--- config.mk ---
export PLATFORM = sky130hd
export DESIGN_NAME = display_scan_driver_flat
export DESIGN_NICKNAME = d
export VERILOG_FILES = /design/src/rtl/display_scan_if.sv /design/src/rtl/display_scan_driver.sv /design/src/flat_wrapper.sv
export SDC_FILE = /design/constraint.sdc
export NUM_CORES = 1
export LEC_CHECK = 0
export ABC_AREA = 1
export ABC_CLOCK_PERIOD_IN_PS = 5900
export BUFFER_PORTS_ARGS = -buffer_cell sky130_fd_sc_hd__buf_2
export CAP_MARGIN = 20
export CORE_MARGIN = 3
export CORE_UTILIZATION = 41
export CTS_BUF_LIST = sky130_fd_sc_hd__clkbuf_8
export CTS_CLUSTER_DIAMETER = 120
export DETAILED_ROUTE_END_ITERATION = 8
export PLACE_DENSITY = 0.62
export SYNTH_ARGS = -nofsm -noshare
export SYNTH_HDL_FRONTEND = slang
export SYNTH_SLANG_ARGS = --single-unit
--- constraint.sdc ---
create_clock -name clk -period 5.9 [get_ports clk]
set_input_delay 0.885 -clock clk [delete_from_list [all_inputs] [get_ports clk]]
set_output_delay 0.885 -clock clk [all_outputs]
set_load 0.01 [all_outputs]
--- src/rtl/display_scan_if.sv ---
// display_scan_if: digit-mux select/data, display masks and active-low display outputs of the scan driver.
interface display_scan_if;
    logic [1:0] mux_sel;
    logic [3:0] mux_data;
    logic [3:0] blank_mask;
    logic [3:0] blink_mask;
    logic       blink_en;
    logic [3:0] dp_mask;
    logic [3:0] an_n;
    logic [6:0] seg_n;
    logic       dp_n;
    modport master (
        output mux_sel, an_n, seg_n, dp_n,
        input  mux_data, blank_mask, blink_mask, blink_en, dp_mask
    );
    modport slave (
        input  mux_sel, an_n, seg_n, dp_n,
        output mux_data, blank_mask, blink_mask, blink_en, dp_mask
    );
endinterface

--- src/rtl/display_scan_driver.sv ---
// display_scan_driver: 4-digit 7-segment scan with blanking, blinking, DP and anti-ghost guard time.
module display_scan_driver #(
    parameter int REFRESH_DIV  = 100000,
    parameter int GUARD        = 16,
    parameter int BLINK_FRAMES = 125
) (
    input  logic                  clk,
    input  logic                  rst_n,
    display_scan_if.master        disp_io
);
    localparam int PW = $clog2(REFRESH_DIV);
    localparam int FW = $clog2(BLINK_FRAMES + 1);
    logic [PW-1:0] presc_q, presc_d, guard_q, guard_d;
    logic [1:0]    idx_q, idx_d;
    logic [FW-1:0] frame_q, frame_d;
    logic          phase_q, phase_d;
    logic [3:0]    an_q, an_d;
    logic [6:0]    seg_q, seg_d;
    logic          dp_q, dp_d;
    logic          wrap, frame_tick, frame_last, dark;
    function automatic logic [6:0] dec(input logic [3:0] v);
        case (v)
            4'd0:    dec = 7'h40;
            4'd1:    dec = 7'h79;
            4'd2:    dec = 7'h24;
            4'd3:    dec = 7'h30;
            4'd4:    dec = 7'h19;
            4'd5:    dec = 7'h12;
            4'd6:    dec = 7'h02;
            4'd7:    dec = 7'h78;
            4'd8:    dec = 7'h00;
            4'd9:    dec = 7'h10;
            4'd15:   dec = 7'h7F;
            default: dec = 7'h3F;
        endcase
    endfunction
    always_comb begin
        wrap       = presc_q == PW'(REFRESH_DIV - 1);
        frame_tick = wrap && idx_q == 2'd3;
        frame_last = frame_q == FW'(BLINK_FRAMES - 1);
        presc_d    = wrap ? '0 : presc_q + 1'b1;
        idx_d      = wrap ? idx_q + 2'd1 : idx_q;
        guard_d    = wrap ? PW'(GUARD) : guard_q - PW'(guard_q != '0);
        // blink disabled parks the counter in the visible phase
        frame_d    = !disp_io.blink_en ? '0 : frame_tick ? (frame_last ? '0 : frame_q + 1'b1) : frame_q;
        phase_d    = disp_io.blink_en & (phase_q ^ (frame_tick & frame_last));
        dark       = (guard_q != '0) | disp_io.blank_mask[idx_q]
                   | (disp_io.blink_en & phase_q & disp_io.blink_mask[idx_q]);
        an_d       = dark ? 4'hF : ~(4'b0001 << idx_q);
        seg_d      = dark ? 7'h7F : dec(disp_io.mux_data);
        dp_d       = dark | ~disp_io.dp_mask[idx_q];
    end
    always_ff @(posedge clk or negedge rst_n) begin
        if (!rst_n) begin
            presc_q <= '0;
            guard_q <= '0;
            idx_q   <= '0;
            frame_q <= '0;
            phase_q <= 1'b0;
            an_q    <= 4'hF;
            seg_q   <= 7'h7F;
            dp_q    <= 1'b1;
        end else begin
            presc_q <= presc_d;
            guard_q <= guard_d;
            idx_q   <= idx_d;
            frame_q <= frame_d;
            phase_q <= phase_d;
            an_q    <= an_d;
            seg_q   <= seg_d;
            dp_q    <= dp_d;
        end
    end
    assign disp_io.mux_sel = idx_q;
    assign disp_io.an_n    = an_q;
    assign disp_io.seg_n   = seg_q;
    assign disp_io.dp_n    = dp_q;
endmodule
--- src/flat_wrapper.sv ---
// flat-port wrapper written by rule: the top's interface ports become plain ports
module display_scan_driver_flat 
#(
    parameter int REFRESH_DIV  = 100000,
    parameter int GUARD        = 16,
    parameter int BLINK_FRAMES = 125
)
  (clk, rst_n, disp_io_mux_sel, disp_io_an_n, disp_io_seg_n, disp_io_dp_n, disp_io_mux_data, disp_io_blank_mask, disp_io_blink_mask, disp_io_blink_en, disp_io_dp_mask);
  display_scan_if disp_io_i ();
  input  logic clk;
  input  logic rst_n;
  output wire logic [$bits(disp_io_i.mux_sel)-1:0] disp_io_mux_sel;
  output wire logic [$bits(disp_io_i.an_n)-1:0] disp_io_an_n;
  output wire logic [$bits(disp_io_i.seg_n)-1:0] disp_io_seg_n;
  output wire logic [$bits(disp_io_i.dp_n)-1:0] disp_io_dp_n;
  input wire logic [$bits(disp_io_i.mux_data)-1:0] disp_io_mux_data;
  input wire logic [$bits(disp_io_i.blank_mask)-1:0] disp_io_blank_mask;
  input wire logic [$bits(disp_io_i.blink_mask)-1:0] disp_io_blink_mask;
  input wire logic [$bits(disp_io_i.blink_en)-1:0] disp_io_blink_en;
  input wire logic [$bits(disp_io_i.dp_mask)-1:0] disp_io_dp_mask;
  assign disp_io_mux_sel = disp_io_i.mux_sel;
  assign disp_io_an_n = disp_io_i.an_n;
  assign disp_io_seg_n = disp_io_i.seg_n;
  assign disp_io_dp_n = disp_io_i.dp_n;
  assign disp_io_i.mux_data = disp_io_mux_data;
  assign disp_io_i.blank_mask = disp_io_blank_mask;
  assign disp_io_i.blink_mask = disp_io_blink_mask;
  assign disp_io_i.blink_en = disp_io_blink_en;
  assign disp_io_i.dp_mask = disp_io_dp_mask;
  display_scan_driver #(.REFRESH_DIV(REFRESH_DIV), .GUARD(GUARD), .BLINK_FRAMES(BLINK_FRAMES)) u_core (.clk(clk), .rst_n(rst_n), .disp_io(disp_io_i));
endmodule
### Word level (Yosys, flattened, before mapping)

Memory sizes are Yosys's and may differ from the RTL's.
Index checks and enable logic that the tools add are counted.

* flip-flop bits (word level): 56
* bits in read-only memories: 112
* input bits: 19
* logic and storage cells: 44
* memories: 1

Memories
* (no name shown): depth 16, width 7, rd ports 1, clocked after memory_dff 0, wr ports 0, RTL line display_scan_driver.sv:22 `case (v)`

* add/sub/neg operators: 4
* magnitude comparators: 1
* eq/ne operators: 4
* shifts and indexed selects: 1
* multiplexer cells: 13
* bitwise gates (word level): 10
* reductions and logical operators: 2

Operators by type and width (number)
* 2-to-1 mux 17 bit: 2
* 2-to-1 mux 7 bit: 4
* adder 17 x 1 -> 17 bit (second input constant): 1
* == test 17 bit (second input constant): 1
* nonzero test 17 bit: 1
* subtractor 17 x 1 -> 17 bit: 1
* adder 7 x 1 -> 7 bit (second input constant): 1
* == test 7 bit (second input constant): 1
* binary-select mux 1 bit (select 2 bit): 3
* AND 1 bit: 4
* 2-to-1 mux 4 bit: 1
* NOT 4 bit: 1
* left shift 1 x 2 -> 4 bit (first input constant): 1
* less-than comparator 2 x 3 -> 1 bit (second input constant): 1
* 2-to-1 mux 1 bit: 3
* OR 1 bit: 3
* adder 2 x 1 -> 2 bit (second input constant): 1
* == test 2 bit (second input constant): 1
* != test 2 x 1 -> 1 bit (second input constant): 1
* logical AND 1 bit: 1
* NOT 1 bit: 1
* bitwise XOR 1 bit: 1

### Depth between registers and ports, before layout

Gate-level depths: netlist of the first run.

* word-level depth: 5
* mapped depth: 11
* gate-level depth less buffers: 11

### Least setup slack after synthesis of the first run

OpenSTA, ideal clock, no wires.

* path type: register to register
* start: reg u_core.guard_q[9]
* end: reg u_core.guard_q[10]
* library setup time: 0.133 ns
* arrival time: 1.730 ns
* required time: 5.767 ns
* path slack: 4.037 ns
* cell stages (with the launch flop): 12
* cell sequence: dfrtp_1 > nor2_1 > nand2_1 > nor2_2 > nand3_2 > ha_1 > ha_1 > nand2_1 > nor2_1 > nand2_1 > xor2_1 > nor2_1

* word-level cells in the longest chain between the ends: 3

Ends and longest elaborated chain
* from (decl): RTL line display_scan_driver.sv:13 `logic [PW-1:0] presc_q, presc_d, guard_q, guard_d;`
* from (signal assigned): RTL line display_scan_driver.sv:65 `guard_q <= guard_d;`
* nonzero test 17 bit: RTL line display_scan_driver.sv:43 `guard_d = wrap ? PW'(GUARD) : guard_q - PW'(guard_q != '0);`
* subtractor 17 x 1 -> 17 bit *: RTL line display_scan_driver.sv:43
* 2-to-1 mux 17 bit *: RTL line display_scan_driver.sv:43
* via u_core.guard_d[10]: RTL line display_scan_driver.sv:13

The timed path passes the listed nets; every way through them passes the cells marked *.
A chain may end at the register's enable or synchronous reset.

### Worst setup path after layout of the first run

* start: reg u_core.guard_q[8]
* end: reg u_core.guard_q[10]

Same word-level chain as after synthesis.

==> results.cfg, run 1 <==
[critical_path]
reg2reg_slack_ps = 3800
path_class = reg2reg
r2r_end = u_core.guard_q[10]$_DFF_PN0_
critPathBufInv = 0
cp_data_arrival_time_ps = 2290
path_delay_family = simple AND/OR/NAND/NOR gates
endpoint_kind = flip-flop
setup.worst_path.start_class = flip-flop
crit_cells = 11
crit_slowest_cell = dfrtp_1
path_cells = nor2_1 > nand2_1 > nor2_2 > nand3_2 > ha_1 > ha_1 > nand2_1 > nor2_1 > nand2_1 > xor2_1 > nor2_1
cp-startpoint = u_core.guard_q[8]$_DFF_PN0_
crit_required_ps = 6090
cpPeakStageDelay_ps = 440
crit-reg2reg-launch = u_core.guard_q[8]$_DFF_PN0_
ff2ff_path_depth = 11
crit_end = u_core.guard_q[10]$_DFF_PN0_
worstPathMaxFanout = 4

[cells_and_area]
syn_to_final_growth_pct = 10.6
nets = 449
final_common_cell = nor2_1
num_antenna_cells = 0
layout_common_cells = nor2_1 (68), nand2_1 (57), dfrtp_1 (44), inv_1 (40), nand3_1 (34)
n_fill_cell = 726
drive_gt1_frac = 0.202

[yosys]
synth_warnings = 0
ys_async_sr_fraction = 1.00
netlist.top_cell.by_area = dfrtp_1
synthesis.nets = 415
syn_area_per_cell_sq_um = 8.38
seq_area_frac_synth = 0.444
synth_top_area_frac = 0.345
ys_ff_latch = 56
synth_cells = 381
yosys-top-cells-area = dfrtp_1 (34%), dfstp_2 (9.9%), nor2_1 (8.0%), nand2_1 (6.7%), ha_1 (5.9%)
synth_top_flop_cell = dfrtp_1
synth_edf_count = 0
syn_area_sq_um = 3190
yosysUniqueCellTypes = 37

[cts]
htree_levels = 2
postCtsHoldBufs = 0
clkTransAtPathRegs_ps = 100
cts_num_sinks = 56
cts_tree = built
post_cts_buffers = 0
cts_resized = 0
max-clock-path-buffers = 2
clock_latency_ps = 320
cts_root_buffer = clkbuf_8
cts_inserted_buffers = 5

[pwr]
p_per_area_nw_per_um2 = 185
p_leak_nw = 1.72
irDropWorstVdd_mv = 0.0918
clkPwrFrac = 0.335
seq_power_share = 0.603
p_sw_mw = 0.161
switching_share = 0.247
power_frac_comb = 0.062
p_int_mw = 0.491

[floorplanning]
ioPinCount = 33
initial_core_util = 0.431
rows = 31
dieHeight_um = 94.3
coreArea_sq_um = 7410
die_w_um = 94.3
dieArea_sq_um = 8880

[place]
numPortBuffers = 32
dpl.hpwl_mm = 4.55
gp_congestion = 0.874
dpl_worst_slack_ps = 3820

[route]
ant_nets = 0
drc = 0
num_vias = 2506
wirelength_mm = 6.24
drtPass1Iterations = 4
wl_per_cell_um = 12.1
dr.first_iter.drc_count = 95
vias_per_cell = 4.87

[sta]
finalMaxSlewViolations = 0
finClkSkew_ps = 9.60
slew_headroom = 0.530
setup_viol = 0
final.period_utilization = 0.356
setup_slack_ps = 3800
min_period_ps = 2100
rsz0062_at_grt = no
max_freq_ghz = 0.475
hold_viol = 0
worst_pin_slew_ps = 706
setup_tns_ps = 0

[run]
drv_cap = 0

[grt]
grt_pass1_wl_mm = 10.8
grt_pass1_vias = 2421
track_usage = 0.151
antenna_found_initial = 0
overflow = 0
grt_max_degree = 57

[status]
run_status = complete, no violations

[worst_hold_path]
min_path_type = reg2reg
==> area by class of cell <==
| type | count | area (sq um) | share of cell area |
|---|---|---|---|
| inverter | 45 | 169 | 0.0478 |
| clock buffer | 5 | 68.8 | 0.0195 |
| sequential | 56 | 1420 | 0.401 |
| multi-input combinational | 274 | 1560 | 0.443 |
| timing repair buffer | 33 | 168 | 0.0475 |
| tap | 99 | 124 | 0.0351 |
| clock inverter | 3 | 22.5 | 0.00638 |
==> flip-flops by register name, indices dropped and copies added (netlist names) <==
signal	flops
u_core.guard_q	17
u_core.presc_q	17
u_core.disp_io.seg_n	7
u_core.frame_q	7
u_core.disp_io.an_n	4
u_core.disp_io.mux_sel	2
u_core.disp_io.dp_n	1
u_core.phase_q	1
==> power by group through the flow <==
stage	clock, mW	combinational [mW]	sequential (mW)
after CTS	0.227	0.0413	0.394
after floorplan	0	0.0171	0.403
after global routing	0.240	0.0468	0.394
after global placement	0	0.0410	0.401
final	0.219	0.0402	0.393
after detailed placement	0	0.0413	0.400
==> logic make-up after synthesis <==
group	after synthesis	share of synthesized area
AND/OR/NAND/NOR	202	0.302
flip-flops	56	0.444
buffers and inverters	51	0.0666
AO/OA/AOI/OAI	33	0.0607
XOR/XNOR	24	0.0682
adder cells (fa/ha/maj)	15	0.0588
==> cells in the mapped netlist (all sizes together), types with 2 or more instances <==
| cell type | n |
|---|---|
| nor2 | 77 |
| nand2 | 61 |
| dfrtp | 44 |
| inv | 44 |
| nand3 | 37 |
| xor2 | 20 |
| o21ai | 18 |
| ha | 15 |
| dfstp | 12 |
| nor3 | 12 |
| nand4 | 10 |
| a21oi | 8 |
| buf | 6 |
| xnor2 | 4 |
| a31oi | 3 |
| o22ai | 3 |
| nor4 | 2 |
==> routing by layer <==
layer | part of all wire | global-route usage | vias up
li1 | - | - | 1293
met2 | 0.47 | 0.249 | 53
met4 | 0.0093 | 0.0349 | 0
met3 | 0.040 | 0.0313 | 5
met5 | 0 | 0 | -
met1 | 0.48 | 0.204 | 1155
==> how the worst min path moves through the flow <==
| stage | endpoint | cells after the start | start |
|---|---|---|---|
| final | u_core.presc_q[0]$_DFF_PN0_ | 1 | u_core.presc_q[0]$_DFF_PN0_ |
| after global routing | u_core.presc_q[0]$_DFF_PN0_ | 1 | u_core.presc_q[0]$_DFF_PN0_ |
| after CTS | u_core.presc_q[0]$_DFF_PN0_ | 1 | u_core.presc_q[0]$_DFF_PN0_ |
| after detailed placement | u_core.presc_q[0]$_DFF_PN0_ | 1 | u_core.presc_q[0]$_DFF_PN0_ |
| after global placement | u_core.presc_q[0]$_DFF_PN0_ | 1 | u_core.presc_q[0]$_DFF_PN0_ |
| after floorplan | u_core.presc_q[0]$_DFF_PN0_ | 1 | u_core.presc_q[0]$_DFF_PN0_ |
==> metrics by stage <==
stage	instance area [sq um]	std cells	utilization	total power, mW	hold WS, ps
finish	3530	515	0.477	0.652	484
detailed placement	3440	507	0.464	0.442	482
floorplan	3190	381	-	0.420	431
global placement	3440	507	0.464	0.442	453
CTS	3530	515	0.477	0.662	496
global route	3530	515	0.477	0.681	522
Power figures use the tool's default switching activity.
==> run 2: changes to the inputs <==
ABC_CLOCK_PERIOD_IN_PS = 1900   (was 5900)
PLACE_DENSITY = 0.64   (was 0.62)
clock period = 1.9 ns   (was 5.9 ns; I/O delays follow)
==> run 2 against run 1 <==
- global-route usage up 0.69 points
- clock power rose to 3.8 times the previous value
- wire length grew 5.4%
- die area stayed put
- design area increased by 9.7%
- clock skew up 1.5 ps
- core utilization grew 4.6 points
- highest routed layer unchanged
- non-clock buffer count increased by 26
- fmax increased by 13%
==> results.cfg, run 2 (synthesis gave the netlist of run 1 again) <==
[route]
drtPass1Iterations = 4
wirelength_mm = 6.58
dr.first_iter.drc_count = 136
vias_per_cell = 4.85
num_vias = 2626
drc = 0
ant_nets = 0
wl_per_cell_um = 12.2

[floorplanning]
rows = 31
initial_core_util = 0.431
die_w_um = 94.3
ioPinCount = 33
dieHeight_um = 94.3
coreArea_sq_um = 7410
dieArea_sq_um = 8880

[sta]
slew_headroom = 0.706
final.period_utilization = 0.982
finClkSkew_ps = 11.1
setup_tns_ps = 0
max_freq_ghz = 0.536
finalMaxSlewViolations = 0
rsz0062_at_grt = yes
min_period_ps = 1870
setup_viol = 0
setup_slack_ps = 34.8
worst_pin_slew_ps = 437
hold_viol = 0

[critical_path]
cp_data_arrival_time_ps = 2090
crit-reg2reg-launch = u_core.guard_q[4]$_DFF_PN0_
path_class = reg2reg
endpoint_kind = flip-flop
setup.worst_path.start_class = flip-flop
r2r_end = u_core.guard_q[6]$_DFF_PN0_
worstPathMaxFanout = 2
reg2reg_slack_ps = 30
crit_required_ps = 2120
ff2ff_path_depth = 10

[grt]
antenna_found_initial = 0
grt_pass1_vias = 2451
overflow = 0
track_usage = 0.158
grt_max_degree = 37
grt_pass1_wl_mm = 11.1

[pwr]
p_per_area_nw_per_um2 = 564
p_leak_nw = 1.88
switching_share = 0.234
p_total_mw = 2.19
p_int_mw = 1.67
seq_power_share = 0.559
power_frac_comb = 0.061
clkPwrFrac = 0.380
p_sw_mw = 0.511
irDropWorstVdd_mv = 0.417

[cts]
cts_root_buffer = clkbuf_8
cts_inserted_buffers = 5
clkTransAtPathRegs_ps = 110
max-clock-path-buffers = 2
cts_tree = built
htree_levels = 2
cts_num_sinks = 56
clock_latency_ps = 320

[place]
dpl.hpwl_mm = 4.72
placed_area_sq_um = 3620
dpl_worst_slack_ps = -32.4
gp_congestion = 0.828
numPortBuffers = 32

[cells_and_area]
nets = 475
layout_common_cells = nor2_1 (64), nand2_1 (54), dfrtp_1 (44), inv_1 (40), nand3_1 (34)
drive_gt1_frac = 0.276
top_regs = u_core.guard_q x17, u_core.presc_q x17
num_antenna_cells = 0
final_common_cell = nor2_1
final_cell_area_sq_um = 3870
syn_to_final_growth_pct = 21.3

[run]
drv_cap = 0

[worst_hold_path]
hold_path_end = u_core.disp_io.seg_n[6]$_DFF_PN1_
hold_depth = 4
worstHoldStart = disp_io_mux_data[3]
min_path_type = in2reg

[status]
run_status = complete, no violations
-- run 2: changes by cell type in the layout (fill, tap and decap cells not counted), moves of 2 or more --
| cell | previous run | this run |
|---|---|---|
| ha_4 | 0 | 3 |
| nor3_2 | 3 | 5 |
| ha_1 | 15 | 12 |
| buf_12 | 0 | 2 |
| nand2_1 | 57 | 54 |
| nor3_1 | 9 | 7 |
| nor2_1 | 68 | 64 |
| buf_4 | 1 | 23 |
| nand2_4 | 1 | 3 |
| nor2_2 | 7 | 10 |
-- run 2: worst max-delay path by stage --
stage / start / to / slack [ps] / cells after the start
2_1_floorplan: u_core.guard_q[9]$_DFF_PN0_ / u_core.guard_q[10]$_DFF_PN0_ / 40 / 11
3_3_place_gp: u_core.guard_q[9]$_DFF_PN0_ / u_core.guard_q[10]$_DFF_PN0_ / 50 / 11
3_5_place_dp: u_core.guard_q[9]$_DFF_PN0_ / u_core.guard_q[16]$_DFF_PN0_ / -30 / 10
4_1_cts: u_core.guard_q[5]$_DFF_PN0_ / u_core.guard_q[10]$_DFF_PN0_ / 1 / 11
5_1_grt: u_core.guard_q[6]$_DFF_PN0_ / u_core.guard_q[10]$_DFF_PN0_ / -70 / 11
6_report: u_core.guard_q[4]$_DFF_PN0_ / u_core.guard_q[6]$_DFF_PN0_ / 30 / 10
-- run 2: layer usage --
metal	GRT usage	share of wire	wire length (um)	vias to the layer above
met5	0	0	0	-
met1	0.215	0.48	3150	1221
met3	0.0313	0.043	283	5
li1	-	-	-	1348
met4	0.0505	0.012	82	0
met2	0.253	0.47	3060	52
-- run 2: critical path, stage by stage (launching register included) --
cell	delay, ps
dfrtp_1	400
nor2_2	130
nand2_1	90
nor3_2	190
nand3_2	150
ha_4	210
ha_4	170
buf_4	140
nand3_1	100
xor2_1	150
nor2_1	50
-- run 2: power groups by stage --
stage	logic [mW]	registers (mW)	clock network (mW)
after floorplan	0.0531	1.25	0
after global placement	0.132	1.24	0
after detailed placement	0.135	1.24	0
after CTS	0.137	1.22	0.858
after global routing	0.154	1.22	0.905
final	0.133	1.22	0.831
-- run 2: timing repair --
item / CTS / global route
pin swaps: 1 / 16
setup buffers: 3 / 3
gates resized for setup: 3 / 17
endpoints found under the hold margin: 44 / 0
endpoints found under the setup margin: 6 / 10
hold buffers: 1 / 0
-- run 2: per-stage QoR --
step,hold slack (ps),utilization,instances
floorplan,-10.6,-,381
global placement,279,0.488,527
detailed placement,275,0.488,527
CTS,264,0.510,539
global route,300,0.523,541
finish,279,0.523,541
-- run 2: final cells by class --
class	instances	area, sq um
Fill cell	670	3530
Inverter	45	169
Timing Repair Buffer	59	394
Tap cell	99	124
Sequential cell	56	1420
Clock inverter	3	50.0
Multi-Input combinational cell	274	1650
Clock buffer	5	68.8
